==> config.mk <==
export PLATFORM = sky130hd
export DESIGN_NAME = multicycle_control_unit
export DESIGN_NICKNAME = d
export VERILOG_FILES = /design/src/rtl/multicycle_control_unit.sv
export SDC_FILE = /design/constraint.sdc
export NUM_CORES = 1
export LEC_CHECK = 0
export ABC_AREA = 1
export CAP_MARGIN = 20
export CORE_MARGIN = 2
export CORE_UTILIZATION = 46
export CTS_BUF_LIST = sky130_fd_sc_hd__clkbuf_8
export CTS_CLUSTER_SIZE = 12
export DETAILED_ROUTE_END_ITERATION = 6
export PLACE_DENSITY = 0.86
export RECOVER_POWER = 25
export SLEW_MARGIN = 30
export SYNTH_ARGS = -nofsm -noshare
export SYNTH_HDL_FRONTEND = slang
export SYNTH_SLANG_ARGS = --single-unit
==> constraint.sdc <==
create_clock -name clk -period 1.79 [get_ports clk]
set_clock_uncertainty 0.1 [all_clocks]
set_input_delay 0.179 -clock clk [delete_from_list [all_inputs] [get_ports clk]]
set_output_delay 0.179 -clock clk [all_outputs]
set_load 0.03 [all_outputs]
==> src/rtl/multicycle_control_unit.sv <==
// Multicycle MIPS-style control unit: state-decoded datapath strobes, memory wait states with a
// stall timeout into a sticky ERROR state. Define MC_EXT_OPS_EN to add addi and j support.
module multicycle_control_unit #(
    parameter int ALU_CTRL_W = 3,
    parameter int MAX_WAIT   = 15
) (
    input  logic                  clk,
    input  logic                  rst_n,
    input  logic [5:0]            Op,
    input  logic [5:0]            Funct,
    input  logic                  MemReady,
    output logic                  PCWrite,
    output logic                  Branch,
    output logic                  IorD,
    output logic                  MemRead,
    output logic                  MemWrite,
    output logic                  IRWrite,
    output logic                  MemtoReg,
    output logic                  RegDst,
    output logic                  RegWrite,
    output logic                  ALUSrcA,
    output logic                  Error,
    output logic [1:0]            ALUSrcB,
    output logic [1:0]            PCSrc,
    output logic [ALU_CTRL_W-1:0] ALUControl,
    output logic [3:0]            StateDbg
);

    localparam int CNT_W = (MAX_WAIT > 1) ? $clog2(MAX_WAIT) : 1;
    localparam logic [CNT_W-1:0] WAIT_LAST = CNT_W'(MAX_WAIT - 1);

    localparam logic [5:0] OP_RTYPE = 6'b000000;
    localparam logic [5:0] OP_LW    = 6'b100011;
    localparam logic [5:0] OP_SW    = 6'b101011;
    localparam logic [5:0] OP_BEQ   = 6'b000100;
    localparam logic [5:0] OP_ADDI  = 6'b001000;
    localparam logic [5:0] OP_J     = 6'b000010;

    localparam logic [ALU_CTRL_W-1:0] CTRL_ADD = ALU_CTRL_W'(3'b010);
    localparam logic [ALU_CTRL_W-1:0] CTRL_SUB = ALU_CTRL_W'(3'b110);
    localparam logic [ALU_CTRL_W-1:0] CTRL_AND = ALU_CTRL_W'(3'b000);
    localparam logic [ALU_CTRL_W-1:0] CTRL_OR  = ALU_CTRL_W'(3'b001);
    localparam logic [ALU_CTRL_W-1:0] CTRL_SLT = ALU_CTRL_W'(3'b111);
    localparam logic [ALU_CTRL_W-1:0] CTRL_NOR = ALU_CTRL_W'(3'b100);

    typedef enum logic [3:0] {
        FETCH    = 4'd0,
        DECODE   = 4'd1,
        MEMADR   = 4'd2,
        MEMREAD  = 4'd3,
        MEMWB    = 4'd4,
        MEMWRITE = 4'd5,
        EXECUTE  = 4'd6,
        ALUWB    = 4'd7,
        BRANCH   = 4'd8,
        ADDIEX   = 4'd9,
        ADDIWB   = 4'd10,
        JUMP     = 4'd11,
        ERROR    = 4'd15
    } state_t;

    state_t                  state;
    state_t                  state_next;
    logic [CNT_W-1:0]        wait_cnt;
    logic                    is_wait;
    logic                    stall;
    logic                    funct_ok;
    logic [ALU_CTRL_W-1:0]   rtype_ctrl;

    assign is_wait  = (state == FETCH) || (state == MEMREAD) || (state == MEMWRITE);
    assign stall    = is_wait && !MemReady;
    assign StateDbg = state;

    // The stall counter restarts whenever the state moves, so every access gets a full budget.
    always_ff @(posedge clk) begin
        if (!rst_n) begin
            state    <= FETCH;
            wait_cnt <= '0;
        end else begin
            state <= state_next;
            if (state_next != state) begin
                wait_cnt <= '0;
            end else if (stall) begin
                wait_cnt <= wait_cnt + CNT_W'(1);
            end
        end
    end

    always_comb begin
        state_next = state;
        PCWrite    = 1'b0;
        Branch     = 1'b0;
        IorD       = 1'b0;
        MemRead    = 1'b0;
        MemWrite   = 1'b0;
        IRWrite    = 1'b0;
        MemtoReg   = 1'b0;
        RegDst     = 1'b0;
        RegWrite   = 1'b0;
        ALUSrcA    = 1'b0;
        Error      = 1'b0;
        ALUSrcB    = 2'b00;
        PCSrc      = 2'b00;
        ALUControl = '0;
        funct_ok   = 1'b1;
        rtype_ctrl = '0;

        case (Funct)
            6'b100000: rtype_ctrl = CTRL_ADD;
            6'b100010: rtype_ctrl = CTRL_SUB;
            6'b100100: rtype_ctrl = CTRL_AND;
            6'b100101: rtype_ctrl = CTRL_OR;
            6'b101010: rtype_ctrl = CTRL_SLT;
            6'b100111: rtype_ctrl = CTRL_NOR;
            default:   funct_ok   = 1'b0;
        endcase

        case (state)
            FETCH: begin
                MemRead    = 1'b1;
                ALUSrcB    = 2'b01;
                ALUControl = CTRL_ADD;
                IRWrite    = MemReady & rst_n;
                PCWrite    = MemReady & rst_n;
                if (MemReady) state_next = DECODE;
            end
            DECODE: begin
                ALUSrcB    = 2'b11;
                ALUControl = CTRL_ADD;
                case (Op)
                    OP_LW, OP_SW: state_next = MEMADR;
                    OP_RTYPE:     state_next = EXECUTE;
                    OP_BEQ:       state_next = BRANCH;
`ifdef MC_EXT_OPS_EN
                    OP_ADDI:      state_next = ADDIEX;
                    OP_J:         state_next = JUMP;
`else
                    OP_ADDI, OP_J: state_next = ERROR;
`endif
                    default:      state_next = ERROR;
                endcase
            end
            MEMADR: begin
                ALUSrcA    = 1'b1;
                ALUSrcB    = 2'b10;
                ALUControl = CTRL_ADD;
                if (Op == OP_LW)      state_next = MEMREAD;
                else if (Op == OP_SW) state_next = MEMWRITE;
                else                  state_next = ERROR;
            end
            MEMREAD: begin
                IorD    = 1'b1;
                MemRead = 1'b1;
                if (MemReady) state_next = MEMWB;
            end
            MEMWB: begin
                MemtoReg   = 1'b1;
                RegWrite   = 1'b1;
                state_next = FETCH;
            end
            MEMWRITE: begin
                IorD     = 1'b1;
                MemWrite = 1'b1;
                if (MemReady) state_next = FETCH;
            end
            EXECUTE: begin
                ALUSrcA    = 1'b1;
                ALUControl = funct_ok ? rtype_ctrl : '0;
                state_next = funct_ok ? ALUWB : ERROR;
            end
            ALUWB: begin
                RegDst     = 1'b1;
                RegWrite   = 1'b1;
                state_next = FETCH;
            end
            BRANCH: begin
                ALUSrcA    = 1'b1;
                ALUControl = CTRL_SUB;
                Branch     = 1'b1;
                PCSrc      = 2'b01;
                state_next = FETCH;
            end
`ifdef MC_EXT_OPS_EN
            ADDIEX: begin
                ALUSrcA    = 1'b1;
                ALUSrcB    = 2'b10;
                ALUControl = CTRL_ADD;
                state_next = ADDIWB;
            end
            ADDIWB: begin
                RegWrite   = 1'b1;
                state_next = FETCH;
            end
            JUMP: begin
                PCWrite    = 1'b1;
                PCSrc      = 2'b10;
                state_next = FETCH;
            end
`endif
            ERROR: begin
                Error = 1'b1;
            end
            default: begin
                state_next = ERROR;
            end
        endcase

        // A wait state that has used its whole stall budget faults instead of holding again.
        if (stall && (wait_cnt == WAIT_LAST)) state_next = ERROR;
    end

endmodule
### After elaboration in Yosys (flattened, before gate mapping)

Index checks and enable logic that the tools add are counted.

* bits in registers: 8
* input bits: 15
* output and inout bits: 22
* logic and storage cells: 66

* add/sub/neg operators: 1
* eq/ne operators: 20
* multiplexer cells: 25
* bitwise operators: 2
* reductions and logical operators: 16

Operators by type and width (count)
* 6-bit == test (second input constant): 8
* 4-bit one-hot mux with 8 select lines: 1
* 4-bit 2-to-1 mux: 7
* 4-bit by 3-bit == test with 1-bit output (second input constant): 4
* 3-bit one-hot mux with 5 select lines: 1
* 4-bit == test (second input constant): 3
* 1-bit 2-to-1 mux: 12
* 4-bit one-hot mux with 3 select lines: 1
* 2-bit OR reduction: 5
* 3-bit one-hot mux with 3 select lines: 1
* 3-bit OR reduction: 3
* 4-bit by 2-bit == test with 1-bit output (second input constant): 2
* 6-bit by 3-bit == test with 1-bit output (second input constant): 1
* 6-bit logical NOT: 1
* 2-bit one-hot mux with 3 select lines: 1
* 6-bit OR reduction: 1
* 4-bit by 1-bit adder with 4-bit output (second input constant): 1
* 4-bit by 1-bit == test with 1-bit output (second input constant): 1
* 4-bit logical NOT: 1
* 4-bit != test: 1
* 3-bit 2-to-1 mux: 1
* 1-bit logical AND: 2
* 1-bit logical OR: 2
* 1-bit bitwise AND: 1
* other kinds (2): 2

### Depth between registers and ports, before layout

* depth in word-level cells: 8
* mapped depth: 14
* mapped depth without buffers: 13

### Least setup slack after synthesis

OpenSTA, ideal clock, no wires.

* path type: reg-to-output
* start point: register state[3], in the netlist StateDbg[3]
* end point: output ALUSrcA
* data arrival time: 1.678 ns
* required time: 1.511 ns
* path slack: -0.167 ns
* cell stages (with the launch flop): 5
* buffers on the path: 0
* path through: dfxtp_1 inv_1 nor2_1 inv_1 nand3_1

* cells in the longest elaborated chain, start to end: 3
* elaborated cells on any way between the ends: 5
* classes of those cells: eq/ne: 3; mux: 1; reduce/logical: 1

RTL lines
* start: declaration: line 62 `state_t state;`
* start signal: assignment: line 80 `state <= state_next;`
* 4-bit by 2-bit == test with 1-bit output (tied with other cells): line 118 `case (state)`
* 3-bit OR reduction (no line) *
* 1-bit 2-to-1 mux *: line 118
* end: declaration: line 21 `output logic ALUSrcA,`

Every way passes the cells marked *; elsewhere a longest branch is shown, timed or not.

### Worst setup path in the final report

* start point: register state[3], in the netlist StateDbg[3]
* end point: output ALUSrcB[0]

* cells in the longest elaborated chain, start to end: 2
* elaborated cells on any way between the ends: 4
* classes of those cells: eq/ne: 2; mux: 1; reduce/logical: 1

RTL lines
* 4-bit by 2-bit == test with 1-bit output (tied with other cells): line 118
* 2-bit one-hot mux with 3 select lines *: line 118
* end: declaration: line 23 `output logic [1:0] ALUSrcB,`

Marks and branches as above.

==> run_results.csv <==
group,metric,value,unit
outcome,status,"finished clean",
power_and_ir_drop,powerDensity,1920,nW/um^2
cells_and_area,synthToLayoutAreaGrowth,51.5,%
clock_tree,clk_pin_slew_worst_paths,40,ps
place,postPlaceCellArea,1400,um^2
cells_and_area,final_area,1540,um^2
routing,drt_iter0_markers,29,
cells_and_area,final_cell_mix,"nand2_1 (27), nor2_1 (22), inv_1 (21), buf_4 (21), nand3_1 (20)",
clock_tree,cts.htree.levels,1,
critical_path,path_max_fanout,5,
die,die_width,51.0,um
clock_tree,cts.path.max_buffers,2,
timing,fmax,0.574,GHz
die,dieArea,2600,um^2
routing,remaining_drc_errors,0,
global_route,grt_pass1_wl,4530,um
routing,num_vias,1204,
routing,wl_per_cell,11.6,um
worst_hold_path,hp-start,"rst_n",
place,post-dp-hpwl,2200,um
critical_path,critical_path_required,1510,ps
timing,holdWs,420,ps
global_route,grt_pass1_vias,1088,
cells_and_area,antennaDiodeCount,0,
synth,syn_area_per_cell,6.00,um^2
routing,firstDrtPassIters,4,
global_route,grt_overflow,0,
synth,syn_area,1010,um^2
job,cap_violations,0,
timing,finalSetupViolations,0,
die,io_pins,37,
cells_and_area,drive_above_1_share,36.9,%
critical_path,crit_type,"register to primary output",
place,gp_congestion,0.871,
timing,fin_crit_sh,97.3,%
synth,synth_fp_nets,186,
clock_tree,clock-root-buffer,"clkbuf_8",
synth,synth.yosys.warnings,0,
timing,tns,0,ps
power_and_ir_drop,p_leak,0.825,nW
routing,via_per_inst,4.98,
die,rows,17,
global_route,antenna_found_initial,0,
critical_path,cp.arrival,1460,ps
power_and_ir_drop,vdd_drop_max,1310,uV
critical_path,end_kind,"primary output",
synth,ys_ff_latch,8,
worst_hold_path,hold_path_class,"primary input to register",
routing,wirelength,2800,um
synth,syn_inst,169,
die,core_area,2150,um^2
critical_path,cp-startpoint,"StateDbg[3]",
cells_and_area,final_common_cell,"nand2_1",
clock_tree,cts_sinks,8,
cells_and_area,nets,233,
cells_and_area,utilization,71.6,%
timing,rsz0062_at_grt,"yes",
die,die_h,51.0,um
timing,period_needed,1740,ps
clock_tree,clk_latency,230,ps
synth,yosysSeqAreaShare,15.8,%
timing,drv_slew,0,
timing,hold_viol,0,
clock_tree,cts_buffers,3,
die,initial_core_util,47.2,%
clock_tree,cts_tree,"yes",
critical_path,worst_setup_path_start_kind,"register",
global_route,grt_start_max_net_pins,8,
synth,ys_types,27,
place,port_buffers,35,
routing,ant_nets,0,
critical_path,rrSetupSlack,80,ps
global_route,grtUsageTotal,22.3,%
critical_path,reg2reg_from,"StateDbg[3]",
[registers in the layout, summed over array words and instances, names as in the netlist]
register,count
StateDbg,4
wait_cnt,4
[where the power goes]
part	internal (W)	switching [W]
registers	0.000254	0.000104
logic	0.000914	0.00147
clock network	0.000146	0.0000701
total	0.00131	0.00164
[per-layer routing]
metal / GRT usage, % / wire [um] / vias up
met5: 0 / 0 / -
met4: 6.76 / 51 / 0
met3: 5.26 / 170 / 8
met2: 37.9 / 1390 / 43
met1: 27.7 / 1190 / 535
li1: - / - / 618
[stage by stage]
step	total power, W	std cells	worst slack, ps
3_5_place_dp	0.00260	235	-131
2_1_floorplan	0.00194	169	31.6
4_1_cts	0.00281	238	27.1
6_report	0.00296	242	48.7
3_3_place_gp	0.00257	235	-47.6
5_1_grt	0.00317	242	-31.9
[logic make-up after synthesis]
group           count (synthesis)  synth area share [%]
simple gates                  115                  59.8
buf+inv                        32                  13.9
compound gates                  8                  5.06
flops                           8                  15.8
xor+xnor                        3                  2.59
fa+ha+maj                       2                  2.47
other cells                     1                 0.370
[cells in the mapped netlist]
library cell,count,area share (%)
dfxtp_1,8,16
buf_4,3,2.2
nand2_1,29,11
xor2_1,2,1.7
nor2_4,6,6.7
nand3_2,3,3.0
conb_1,1,0.37
inv_2,4,1.5
nand4_1,3,1.8
a21oi_1,2,0.99
inv_1,23,8.5
nor3_1,1,0.49
xnor2_1,1,0.86
ha_1,2,2.5
and3_1,1,0.62
a21oi_2,1,0.86
nand3_4,2,3.5
inv_4,1,0.62
a31oi_1,1,0.62
nor2_2,4,2.5
nor2_1,30,11
nand3_1,22,11
nand2_2,14,8.6
buf_6,1,1.1
o21ai_0,2,0.99
a41oi_1,1,0.86
o211ai_1,1,0.74
[layout make-up]
type,count,area (um^2)
multi-input cells,129,763
fillers,178,611
repair buffers,46,414
flip-flops and latches,8,174
inverters,28,110
clock buffers,3,41.3
well taps,28,35.0
[what timing repair did]
action | CTS | global route
gates resized for setup | 9 | 26
hold buffers | 0 | 0
buffers inserted | 0 | 4
pin swaps | 0 | 12
endpoints found under the setup margin | 8 | 8
[final timing paths]
| path | endpoint | cells after the start |
|---|---|---|
| max reg2reg | wait_cnt[3] | 13 |
| max | ALUSrcB[0] | 5 |
| min reg2reg | wait_cnt[3] | 3 |
| min | StateDbg[3] | 3 |
[critical path: stages, from the launching register on]
cell and delay (ps):
dfxtp_4 360, nor2_4 210, inv_4 80, buf_4 130, nor2_1 60, dlygate4sd2_1 390
No activity file was read; power rests on OpenSTA's default activity.
==> RTL edit: new RTL, same settings <==
Build with the macro `MC_EXT_OPS_EN` defined.
--- a/src/rtl/multicycle_control_unit.sv
+++ b/src/rtl/multicycle_control_unit.sv
@@ -1,5 +1,7 @@
 // Multicycle MIPS-style control unit: state-decoded datapath strobes, memory wait states with a
 // stall timeout into a sticky ERROR state. Define MC_EXT_OPS_EN to add addi and j support.
+`define MC_EXT_OPS_EN
+
 module multicycle_control_unit #(
     parameter int ALU_CTRL_W = 3,
     parameter int MAX_WAIT   = 15
Formal check against the unedited RTL: not equivalent (Yosys sat finds a counterexample within 4 cycles, from zero or initial values and one cycle with rst_n low).
==> RTL edit against the unedited design <==
The flow now finishes with violations (negative setup slack). Worst setup slack got worse by 0.25 ns. Final cell count increased by 13%. Synthesized area decreased by 5.4%. Sequential cell count unchanged. Cell area increased by 22%. Total power increased by 18%. Wire length increased by 98%. First-iteration DRC count increased to 3.9 times the old value. Critical path type is now register to register. Highest routed layer unchanged.
==> RTL edit: results (changes against the unedited design) <==
- GR Util All Layers: 26.5% (+4.2 points)
- DRT Pass-1 Iters: 5 (+1)
- Grt met1 use: 30.6% (+2.9 points)
- Failing checks: negative setup slack
- Arr. time, crit path: 2.05 ns (+0.59 ns)
- Area post-placement: 0.00147 mm2 (+5.5%)
- Final worst setup slack: -0.205 ns (-0.254 ns)
- Final setup vio count: 6 (+6)
- Grt met2 use: 47.8% (+9.9 points)
- Pre-CTS WS: -0.228 ns (-0.0966 ns)
- Power Dens Cells: 1850 mW/mm2 (-3.6%)
- Nets@finish: 265 (+14%)
- Fill cell count: 52 (-71%)
- Largest fanout on the critical path: 7 (+2)
- Post-synth top cells: nor2_1 (38), nand2_1 (34), inv_1 (31)
- VDD IR max: 1.54 mV (+18%)
- Vias per Instance: 6.31 (+27%)
- Leak Pwr: 1.10 nW (+34%)
- Sequential-to-total area share from yosys stat: 16.7% (+0.91 points)
- Placed cell count: 257 (+9.4%)
- Met3 usage: 2.73% (-2.5 points)
- Syn_nets: 193 (+3.8%)
- Gate Count Post-Synth: 176 (+4.1%)
- Share of layout cells above drive strength 1: 44.3% (+7.4 points)
- Status: finished with violations
- Synth unique cells: 26 (-3.7%)
- DRT iter0 DRCs: 112 (+290%)
RTL edit: cell count changes after synthesis, moves of 2 or more:
cell	delta
nand2_1	+5
inv_2	-3
inv_1	+8
nor2_4	-5
o21ai_0	+4
a21oi_1	+4
nor2_1	+8
nand2_2	-8
nand3_2	-2
buf_4	-2
RTL edit: area by class of cell:
class / instances / share of cell area, %
Clock buffer: 3 / 2.20
Multi-Input combinational cell: 135 / 47.4
Sequential cell: 8 / 9.34
Inverter: 32 / 6.80
Tap cell: 27 / 1.80
Timing Repair Buffer: 68 / 32.5
RTL edit: worst paths after layout:
| kind | startpoint | cells past startpoint | slack, ns | endpoint |
|---|---|---|---|---|
| worst min-delay path | rst_n | 3 | 0.47 | StateDbg[3]$_SDFF_PN0_ |
| worst min register to register | wait_cnt[3]$_SDFFE_PP0P_ | 3 | 0.52 | wait_cnt[3]$_SDFFE_PP0P_ |
| worst max-delay path | StateDbg[2]$_SDFF_PN0_ | 13 | -0.21 | wait_cnt[0]$_SDFFE_PP0P_ |
| worst max register to register | StateDbg[2]$_SDFF_PN0_ | 13 | -0.21 | wait_cnt[0]$_SDFFE_PP0P_ |
RTL edit: metrics by stage:
step | power, mW | TNS [ns]
6_report | 3.48 | -0.694
5_1_grt | 3.56 | -1.28
4_1_cts | 2.65 | 0
3_5_place_dp | 2.37 | -0.994
3_3_place_gp | 2.32 | -0.562
2_1_floorplan | 1.59 | -0.00897
RTL edit: repair_timing:
item	CTS	global route
pin swaps	1	26
setup endpoints to repair	16	13
hold buffers	0	0
gates resized for setup	22	67
setup buffers	0	14
RTL edit: kinds of logic after synthesis:
group	Yosys count	synth area share, %
buffers and inverters	33	13.3
adders and majority gates	2	2.61
xor gates and xnor gates	3	2.74
and+or+nand+nor	113	54.6
AOI/OAI and AO/OA	17	10.0
DFF	8	16.7
RTL edit: power by group:
| part | switching, mW | internal, mW |
|---|---|---|
| registers | 0.146 | 0.254 |
| logic | 1.73 | 1.13 |
| clock network | 0.0770 | 0.146 |
RTL edit: metal layers:
| metal | routed length [um] | vias up |
|---|---|---|
| li1 | - | 697 |
| met1 | 1870 | 781 |
| met2 | 2620 | 180 |
| met3 | 624 | 65 |
| met4 | 441 | 0 |
| met5 | 0 | - |
RTL edit: critical path: stages, from the launching register on:
cell and delay (ns):
dfxtp_4 0.42, nor2_4 0.09, buf_6 0.14, nand3_2 0.10, nand2_2 0.06, nor2_1 0.10, nand2_1 0.11, nor2_4 0.13
nand2_1 0.07, nand2_1 0.07, nand3_1 0.12, nor2_2 0.15, nand2_2 0.10, nor2_2 0.14
